## config.mk

```make
export PLATFORM = sky130hd
export DESIGN_NAME = line_rasterizer
export DESIGN_NICKNAME = d
export VERILOG_FILES = /design/src/rtl/line_rasterizer.sv
export SDC_FILE = /design/constraint.sdc
export NUM_CORES = 1
export LEC_CHECK = 0
export CORE_ASPECT_RATIO = 1.75
export CORE_MARGIN = 2
export CORE_UTILIZATION = 60
export CTS_CLUSTER_DIAMETER = 40
export DETAILED_ROUTE_END_ITERATION = 12
export HOLD_SLACK_MARGIN = 0.05
export MAX_ROUTING_LAYER = met4
export PLACE_DENSITY = 0.91
export SLEW_MARGIN = 20
export SYNTH_ARGS = -nofsm -noshare
export SYNTH_HDL_FRONTEND = slang
export SYNTH_SLANG_ARGS = --single-unit
export TNS_END_PERCENT = 20
```

## constraint.sdc

```tcl
create_clock -name clk_in -period 5.6 [get_ports clk_in]
set_input_delay 0.56 -clock clk_in [delete_from_list [all_inputs] [get_ports clk_in]]
set_output_delay 0.56 -clock clk_in [all_outputs]
set_load 0.01 [all_outputs]
```

## src/rtl/line_rasterizer.sv

```systemverilog
// Line rasterizer: pops lines from a queue and walks each one with Bresenham,
// issuing clipped framebuffer pixel writes under valid/ready backpressure.
module line_rasterizer #(
    parameter int FB_W  = 640,
    parameter int FB_H  = 480,
    parameter int X_OFF = 320,
    parameter int Y_OFF = 240
) (
    input  logic               clk_in,
    input  logic               rst,
    input  logic               q_empty,
    input  logic signed [12:0] q_start_x,
    input  logic signed [12:0] q_start_y,
    input  logic signed [12:0] q_end_x,
    input  logic signed [12:0] q_end_y,
    input  logic        [3:0]  q_intensity,
    output logic               q_read,
    output logic               pix_valid,
    input  logic               pix_ready,
    output logic        [9:0]  pix_x,
    output logic        [8:0]  pix_y,
    output logic        [3:0]  pix_i,
    output logic               busy
);
    // state | meaning
    // IDLE  | waiting for a queued line; pops and latches the head
    // SETUP | derives deltas, step directions and initial error
    // DRAW  | visits one point per step cycle until the end point
    localparam logic [1:0] IDLE  = 2'd0;
    localparam logic [1:0] SETUP = 2'd1;
    localparam logic [1:0] DRAW  = 2'd2;

    logic [1:0]         state_q, state_d;
    logic signed [12:0] x0_q, y0_q, x1_q, y1_q, cx_q, cy_q;
    logic signed [12:0] x0_d, y0_d, x1_d, y1_d, cx_d, cy_d;
    logic [3:0]         int_q, int_d;
    logic [13:0]        dx_q, dx_d;
    logic signed [14:0] dy_q, dy_d, err_q, err_d;
    logic               sx_neg_q, sx_neg_d, sy_neg_q, sy_neg_d;

    logic signed [13:0] diff_x, diff_y;
    logic [13:0]        abs_x, abs_y;
    logic signed [14:0] px, py;
    logic signed [15:0] e2;
    logic               in_range, step, at_end, step_x, step_y;

    assign diff_x = 14'(x1_q) - 14'(x0_q);
    assign diff_y = 14'(y1_q) - 14'(y0_q);
    assign abs_x  = diff_x[13] ? 14'(-diff_x) : 14'(diff_x);
    assign abs_y  = diff_y[13] ? 14'(-diff_y) : 14'(diff_y);

    assign px = 15'(cx_q) + 15'(X_OFF);
    assign py = 15'(cy_q) + 15'(Y_OFF);
    assign in_range = !px[14] && (px < 15'(FB_W)) && !py[14] && (py < 15'(FB_H));

    assign e2     = {err_q, 1'b0};
    assign step_x = e2 >= 16'(dy_q);
    assign step_y = e2 <= $signed({2'b00, dx_q});
    assign at_end = (cx_q == x1_q) && (cy_q == y1_q);

    assign pix_valid = (state_q == DRAW) && in_range;
    assign step      = !pix_valid || pix_ready;
    assign q_read    = (state_q == IDLE) && !q_empty && !rst;
    assign busy      = state_q != IDLE;
    assign pix_x     = pix_valid ? px[9:0] : '0;
    assign pix_y     = pix_valid ? py[8:0] : '0;
    assign pix_i     = pix_valid ? int_q : '0;

    always_comb begin
        state_d  = state_q;
        x0_d     = x0_q;
        y0_d     = y0_q;
        x1_d     = x1_q;
        y1_d     = y1_q;
        cx_d     = cx_q;
        cy_d     = cy_q;
        int_d    = int_q;
        dx_d     = dx_q;
        dy_d     = dy_q;
        err_d    = err_q;
        sx_neg_d = sx_neg_q;
        sy_neg_d = sy_neg_q;
        case (state_q)
            IDLE: begin
                if (q_read) begin
                    x0_d    = q_start_x;
                    y0_d    = q_start_y;
                    x1_d    = q_end_x;
                    y1_d    = q_end_y;
                    int_d   = q_intensity;
                    state_d = SETUP;
                end
            end
            SETUP: begin
                if (int_q == 4'd0) begin
                    state_d = IDLE;
                end else begin
                    dx_d     = abs_x;
                    dy_d     = -$signed({1'b0, abs_y});
                    err_d    = $signed({1'b0, abs_x}) - $signed({1'b0, abs_y});
                    sx_neg_d = diff_x[13];
                    sy_neg_d = diff_y[13];
                    cx_d     = x0_q;
                    cy_d     = y0_q;
                    state_d  = DRAW;
                end
            end
            DRAW: begin
                if (step) begin
                    if (at_end) begin
                        state_d = IDLE;
                    end else begin
                        // both axis decisions are taken from the pre-step error
                        err_d = err_q + (step_x ? dy_q : 15'sd0)
                                      + (step_y ? $signed({1'b0, dx_q}) : 15'sd0);
                        if (step_x) cx_d = sx_neg_q ? cx_q - 13'sd1 : cx_q + 13'sd1;
                        if (step_y) cy_d = sy_neg_q ? cy_q - 13'sd1 : cy_q + 13'sd1;
                    end
                end
            end
            default: state_d = IDLE;
        endcase
    end

    always_ff @(posedge clk_in) begin
        if (rst) begin
            state_q  <= IDLE;
            x0_q     <= '0;
            y0_q     <= '0;
            x1_q     <= '0;
            y1_q     <= '0;
            cx_q     <= '0;
            cy_q     <= '0;
            int_q    <= '0;
            dx_q     <= '0;
            dy_q     <= '0;
            err_q    <= '0;
            sx_neg_q <= 1'b0;
            sy_neg_q <= 1'b0;
        end else begin
            state_q  <= state_d;
            x0_q     <= x0_d;
            y0_q     <= y0_d;
            x1_q     <= x1_d;
            y1_q     <= y1_d;
            cx_q     <= cx_d;
            cy_q     <= cy_d;
            int_q    <= int_d;
            dx_q     <= dx_d;
            dy_q     <= dy_d;
            err_q    <= err_d;
            sx_neg_q <= sx_neg_d;
            sy_neg_q <= sy_neg_d;
        end
    end
endmodule

```

Yosys cells after proc, flatten, opt, wreduce, memory -nomap -nowiden:

Index checks and enable logic that the tools add are counted.

* bits of input ports: 60
* output and inout bits: 26
* logic and storage cells: 94
* bits in registers: 130

* bitwise logic cells: 1
* order comparisons: 4
* reductions and logical operators: 23
* equal/unequal tests: 11
* mux-type cells: 28
* $add $sub $neg: 14

Operators with widths (count)
* 13-bit 2-to-1 mux: 10
* 15-bit 2-to-1 mux: 4
* 13-bit one-hot mux with 2 select lines: 2
* 14-bit 2-to-1 mux: 3
* 15-bit adder: 2
* 15-bit one-hot mux with 2 select lines: 1
* 14-bit negator: 2
* 13-bit by 13-bit subtractor with 14-bit output: 2
* 13-bit by 2-bit adder with 13-bit output, second input constant: 2
* 13-bit equality test: 2
* 13-bit by 2-bit subtractor with 13-bit output, second input constant: 2
* 16-bit by 15-bit >= comparator with 1-bit output: 1
* 16-bit by 15-bit less-or-equal comparator with 1-bit output: 1
* 14-bit negator with 15-bit output: 1
* 14-bit by 14-bit subtractor with 15-bit output: 1
* 13-bit by 10-bit adder with 14-bit output, second input constant: 1
* 13-bit by 9-bit adder with 14-bit output, second input constant: 1
* 14-bit by 10-bit less-than comparator with 1-bit output, second input constant: 1
* 14-bit by 11-bit less-than comparator with 1-bit output, second input constant: 1
* 2-bit inequality test, second input constant: 7
* 10-bit 2-to-1 mux: 1
* 5-bit AND reduction: 2
* 9-bit 2-to-1 mux: 1
* 2-bit 2-to-1 mux: 4
* other kinds (14): 26

Logic depth before layout (Yosys ltp):

* depth in word-level cells: 10
* depth in mapped cells: 25
* gate-level depth less buffers: 24

Worst setup path before layout:

OpenSTA, ideal clock, no wires.

* kind: register to register
* from: register dy_q[1]
* to: register err_q[13]
* arrival: 4.710 ns
* data required time: 5.509 ns
* cell stages (with the launch flop): 24
* setup slack: 0.799 ns
* library setup time: 0.091 ns
* clock period less this slack: 4.801 ns
* path through: dfxtp_1 inv_1 ha_1 nor2b_1 o21a_1 o21ai_0 a21oi_1 o311ai_0 a31o_2 a31oi_1 and2_1 fa_1 ha_1 fa_1 a21o_1 a21oi_1 nor2b_1 o21a_1 o41a_1 a31oi_1 o21ai_0 nand3_1 o221ai_1 a311oi_1

* word-level cells in the longest chain between the ends: 7

Ends and longest elaborated chain
* from (decl): line 38 `logic signed [14:0] dy_q, dy_d, err_q, err_d;`
* from (signal assigned): line 150 `dy_q <= dy_d;`
* 16-bit by 15-bit >= comparator with 1-bit output: line 57 `assign step_x = e2 >= 16'(dy_q);`
* 15-bit 2-to-1 mux *: line 114 `err_d = err_q + (step_x ? dy_q : 15'sd0)`
* 15-bit adder *: line 114
* 15-bit adder *: line 115 `+ (step_y ? $signed({1'b0, dx_q}) : 15'sd0);`
* 15-bit 2-to-1 mux *: line 110 `if (at_end) begin`
* 15-bit 2-to-1 mux *: line 109 `if (step) begin`
* 15-bit one-hot mux with 2 select lines *: line 83 `case (state_q)`
* to (signal assigned): line 151 `err_q <= err_d;`
* to (decl): line 38

Every way passes the cells marked *; elsewhere a longest branch is shown, timed or not. The select of a mux whose other input is x is not followed.
A chain may end at the register's enable or synchronous reset.

Worst setup path in the final report:

* from: register dx_q[11]
* to: register err_q[13]

* word-level cells in the longest chain between the ends: 6

Ends and longest elaborated chain
* from (decl): line 37 `logic [13:0] dx_q, dx_d;`
* from (signal assigned): line 135 `dx_q <= '0;`
* from (signal assigned): line 149 `dx_q <= dx_d;`
* 16-bit by 15-bit less-or-equal comparator with 1-bit output: line 58 `assign step_y = e2 <= $signed({2'b00, dx_q});`
* 14-bit 2-to-1 mux *: line 115
* 15-bit adder *: line 115
* 15-bit 2-to-1 mux *: line 110
* 15-bit 2-to-1 mux *: line 109
* 15-bit one-hot mux with 2 select lines *: line 83

Marked as above.

==> results.toml <==
[outcome]
status = "complete, no violations"

[place]
place_congestion = 0.966
dp_hpwl_mm = 25.7
port_buffers = 85

[power_and_ir_drop]
swShare_pct = 43.7
seq_power_share_pct = 22.1
ir_drop_mv = 0.356
report.power.total_mw = 5.12
power_report.internal_total_mw = 2.88
power.share.clock_pct = 23.3
power.static_leakage_nw = 5.11
net-switching-power_mw = 2.24
power_density_nw_per_um2 = 402
comb_power_share_pct = 54.6

[critical_path]
timing.critical_path.fanout_max = 4
regToRegSetupSlack_ns = 0.22
timing.critical_path.from_type = "flop"
worstRegToRegCells = 20
worst_setup_path_end_kind = "flop"
timing.critical_path.required_ns = 5.95
worstPathArrival_ns = 5.73
r2r_start = "dx_q[11]"
setup.worst_path.start = "dx_q[11]"
crit_type = "flop to flop"
regToRegEndpoint = "err_q[13]"

[yosys]
avgSynthCellArea_um2 = 7.77
ys_ff_latch = 130
synth-warning-count = 0
synth_cell_type_count = 84
count_of_flip_flops_with_a_built_in_enable_after_synthesis = 0
seq_area_frac_synth_pct = 23.4
mappedNetlistArea_um2 = 11100
synth_flop_cell = "sky130_fd_sc_hd__dfxtp_1"
synthesis.instances = 1428
postSynthNetCount = 1616
async_flop_share_pct = 0

[die]
floorplan.die_area_um2 = 19600
io_pins = 86
placementRows = 65
start_util_pct = 61.5
die_boundary_width_um = 107
chipHeight_um = 184
placeableCoreArea_um2 = 18100

[finish]
area_growth_from_synthesis_to_layout_pct = 14.7
fraction_of_final_layout_cells_sized_beyond_drive_strength_1_pct = 5.16
final_cell_mix = "sky130_fd_sc_hd__nand2_1, sky130_fd_sc_hd__nor2_1, sky130_fd_sc_hd__dfxtp_1, sky130_fd_sc_hd__ha_1, sky130_fd_sc_hd__inv_1"
final_common_cell = "sky130_fd_sc_hd__nand2_1"
filler_cell_count = 1454
nets = 1666

[drt]
wl_per_cell_um = 19.7
drt_iter0_markers = 647
dr.pass1.iters = 5
detail_route.drc_violations = 0
ant_nets = 0
postRouteWirelength_mm = 34.0
post_detailed_route_via_to_cell_ratio = 6.23
vias = 10800

[worst_hold_path]
min_from = "dy_q[1]"
worstHoldPathCells = 2
min_path_type = "flop to flop"
worstHoldEndpoint = "dy_q[1]"

[timing]
timing.final.max_slew_violations = 0
tightestPinTransition_ns = 1.03
final.min_clock_period_ns = 5.38
grt_setup_unrepaired = "false"
post-route-period-util_pct = 96.0
max-slew-margin-rel_pct = 31.1
hold_viol_final = 0
finalSetupTns_ns = 0
max_freq_ghz = 0.186
worst_clock_skew_ns = 0.00585
setup_violations = 0

[cts]
cts_made_buffers = 17
cts_tree = "yes"
clk_transition_reported_paths_ns = 0.06
cts_hold_repair.buffers = 0
cts_root_buf = "sky130_fd_sc_hd__clkbuf_16"
count_of_h_tree_levels_built_during_cts = 4
cts_repair_resize_count = 0
sinks_on_the_clock_net = 130
clk-insertion-delay-late_ns = 0.44
max-clock-path-buffers = 2
post_cts_repair_setup_buffers = 0

[global_routing]
grt_max_degree = 109
grt_antenna_before_repair = 1
globalRouteOverflowTotal = 0
number_of_global_route_vias_before_repair = 10900
grt_pass1_wl_mm = 53.7
grtUsageTotal_pct = 36.3

[flow_run]
max_cap_violations = 0
worst max path at each step:
stage	slack [ns]	to
global route	0.03	err_q[13]
finish	0.22	err_q[13]
floorplan	0.80	err_q[13]
global placement	0.14	err_q[13]
CTS	0.06	err_q[13]
detailed placement	0.08	err_q[13]
flip-flops by register name, summed over array words and instances, names as in the netlist, 13 cells and up:
| name | count |
|---|---|
| dx_q | 14 |
| y1_q | 13 |
| cx_q | 13 |
| err_q | 15 |
| x0_q | 13 |
| y0_q | 13 |
| x1_q | 13 |
| dy_q | 15 |
| cy_q | 13 |
logic make-up after synthesis:
kind of cell	count (synthesis)	synth area share, %
and+or+nand+nor	505	22.4
muxes	6	0.654
AOI/OAI and AO/OA	376	22.9
DFF	130	23.4
xor gates and xnor gates	112	8.97
buffers and inverters	171	5.88
adders and majority gates	128	15.8
layer usage:
metal / global-route usage, % / wire (um)
met5: - / 0
met4: 27.5 / 2830
met3: 5.64 / 1670
met2: 65.6 / 17600
met1: 33.8 / 11900
metrics by stage:
stage	instances	hold WS, ns	util, %	cell area, um2	worst slack [ns]
finish	1726	0.470	70.5	12700	0.223
floorplan	1428	0.440	-	11100	0.799
global route	1726	0.507	70.5	12700	0.0309
global placement	1693	0.451	67.0	12100	0.141
detailed placement	1693	0.468	67.0	12100	0.0770
CTS	1725	0.472	70.4	12700	0.0574
power groups by stage:
stage / combinational [mW] / clock [mW] / sequential [mW]
CTS: 2.73 / 1.19 / 1.13
global placement: 2.65 / 0 / 1.14
global route: 3.06 / 1.23 / 1.14
floorplan: 2.07 / 0 / 1.10
detailed placement: 2.71 / 0 / 1.15
finish: 2.80 / 1.19 / 1.13
worst max-delay path: stages (launching register included):
cell and delay [ns]:
sky130_fd_sc_hd__dfxtp_1 0.36, sky130_fd_sc_hd__inv_1 0.06, sky130_fd_sc_hd__ha_1 0.29, sky130_fd_sc_hd__nand4_1 0.10, sky130_fd_sc_hd__or4_1 0.57, sky130_fd_sc_hd__o21bai_1 0.20, sky130_fd_sc_hd__a311o_1 0.41, sky130_fd_sc_hd__and2_1 0.20
sky130_fd_sc_hd__fa_1 0.43, sky130_fd_sc_hd__ha_1 0.24, sky130_fd_sc_hd__fa_1 0.41, sky130_fd_sc_hd__a21o_1 0.19, sky130_fd_sc_hd__a21oi_1 0.25, sky130_fd_sc_hd__nor2b_1 0.08, sky130_fd_sc_hd__o21a_1 0.21, sky130_fd_sc_hd__o41a_1 0.38
sky130_fd_sc_hd__a31oi_2 0.26, sky130_fd_sc_hd__o21ai_0 0.16, sky130_fd_sc_hd__nand3_1 0.11, sky130_fd_sc_hd__o221ai_1 0.12, sky130_fd_sc_hd__a311oi_1 0.29
area by class of cell:
cell class / instances / area, um2 / area share (%)
Clock inverter: 14 / 180 / 1.42
Antenna cell: 1 / 2.50 / 0.0197
Timing Repair Buffer: 99 / 953 / 7.49
Tap cell: 234 / 293 / 2.30
Inverter: 103 / 387 / 3.04
Sequential cell: 130 / 2600 / 20.4
Multi-Input combinational cell: 1127 / 7870 / 61.8
Clock buffer: 18 / 439 / 3.45
cell usage after synthesis (4+ instances only):
cell type / count / area, um2
sky130_fd_sc_hd__nand4_1: 14 / 87.6
sky130_fd_sc_hd__xor2_1: 43 / 377
sky130_fd_sc_hd__xnor2_1: 67 / 587
sky130_fd_sc_hd__nor2_1: 134 / 503
sky130_fd_sc_hd__o21ai_0: 80 / 400
sky130_fd_sc_hd__nand2b_1: 42 / 263
sky130_fd_sc_hd__a211oi_1: 44 / 330
sky130_fd_sc_hd__nor3_1: 33 / 165
sky130_fd_sc_hd__a31oi_1: 21 / 131
sky130_fd_sc_hd__a31o_2: 4 / 35.0
sky130_fd_sc_hd__a311oi_1: 16 / 140
sky130_fd_sc_hd__mux2i_1: 5 / 50.1
sky130_fd_sc_hd__o21a_1: 10 / 75.1
sky130_fd_sc_hd__nor2b_1: 24 / 150
sky130_fd_sc_hd__inv_1: 103 / 387
sky130_fd_sc_hd__or3_1: 8 / 50.1
sky130_fd_sc_hd__a21boi_0: 6 / 45.0
sky130_fd_sc_hd__buf_2: 5 / 25.0
sky130_fd_sc_hd__ha_1: 108 / 1350
sky130_fd_sc_hd__a21o_1: 20 / 150
sky130_fd_sc_hd__a21oi_1: 75 / 375
sky130_fd_sc_hd__dfxtp_1: 130 / 2600
sky130_fd_sc_hd__o31ai_1: 30 / 225
sky130_fd_sc_hd__clkbuf_1: 55 / 206
sky130_fd_sc_hd__nand3_1: 20 / 100
sky130_fd_sc_hd__or4_1: 4 / 30.0
sky130_fd_sc_hd__o21ai_1: 4 / 20.0
sky130_fd_sc_hd__nand2_1: 137 / 514
sky130_fd_sc_hd__o21bai_1: 9 / 67.6
sky130_fd_sc_hd__o41ai_1: 4 / 35.0
sky130_fd_sc_hd__and2_1: 55 / 344
sky130_fd_sc_hd__and3_1: 7 / 43.8
sky130_fd_sc_hd__fa_1: 20 / 400
sky130_fd_sc_hd__buf_1: 6 / 22.5
sky130_fd_sc_hd__o211ai_1: 8 / 60.1
sky130_fd_sc_hd__nor3b_1: 4 / 30.0
Power figures use the tool's default switching activity.
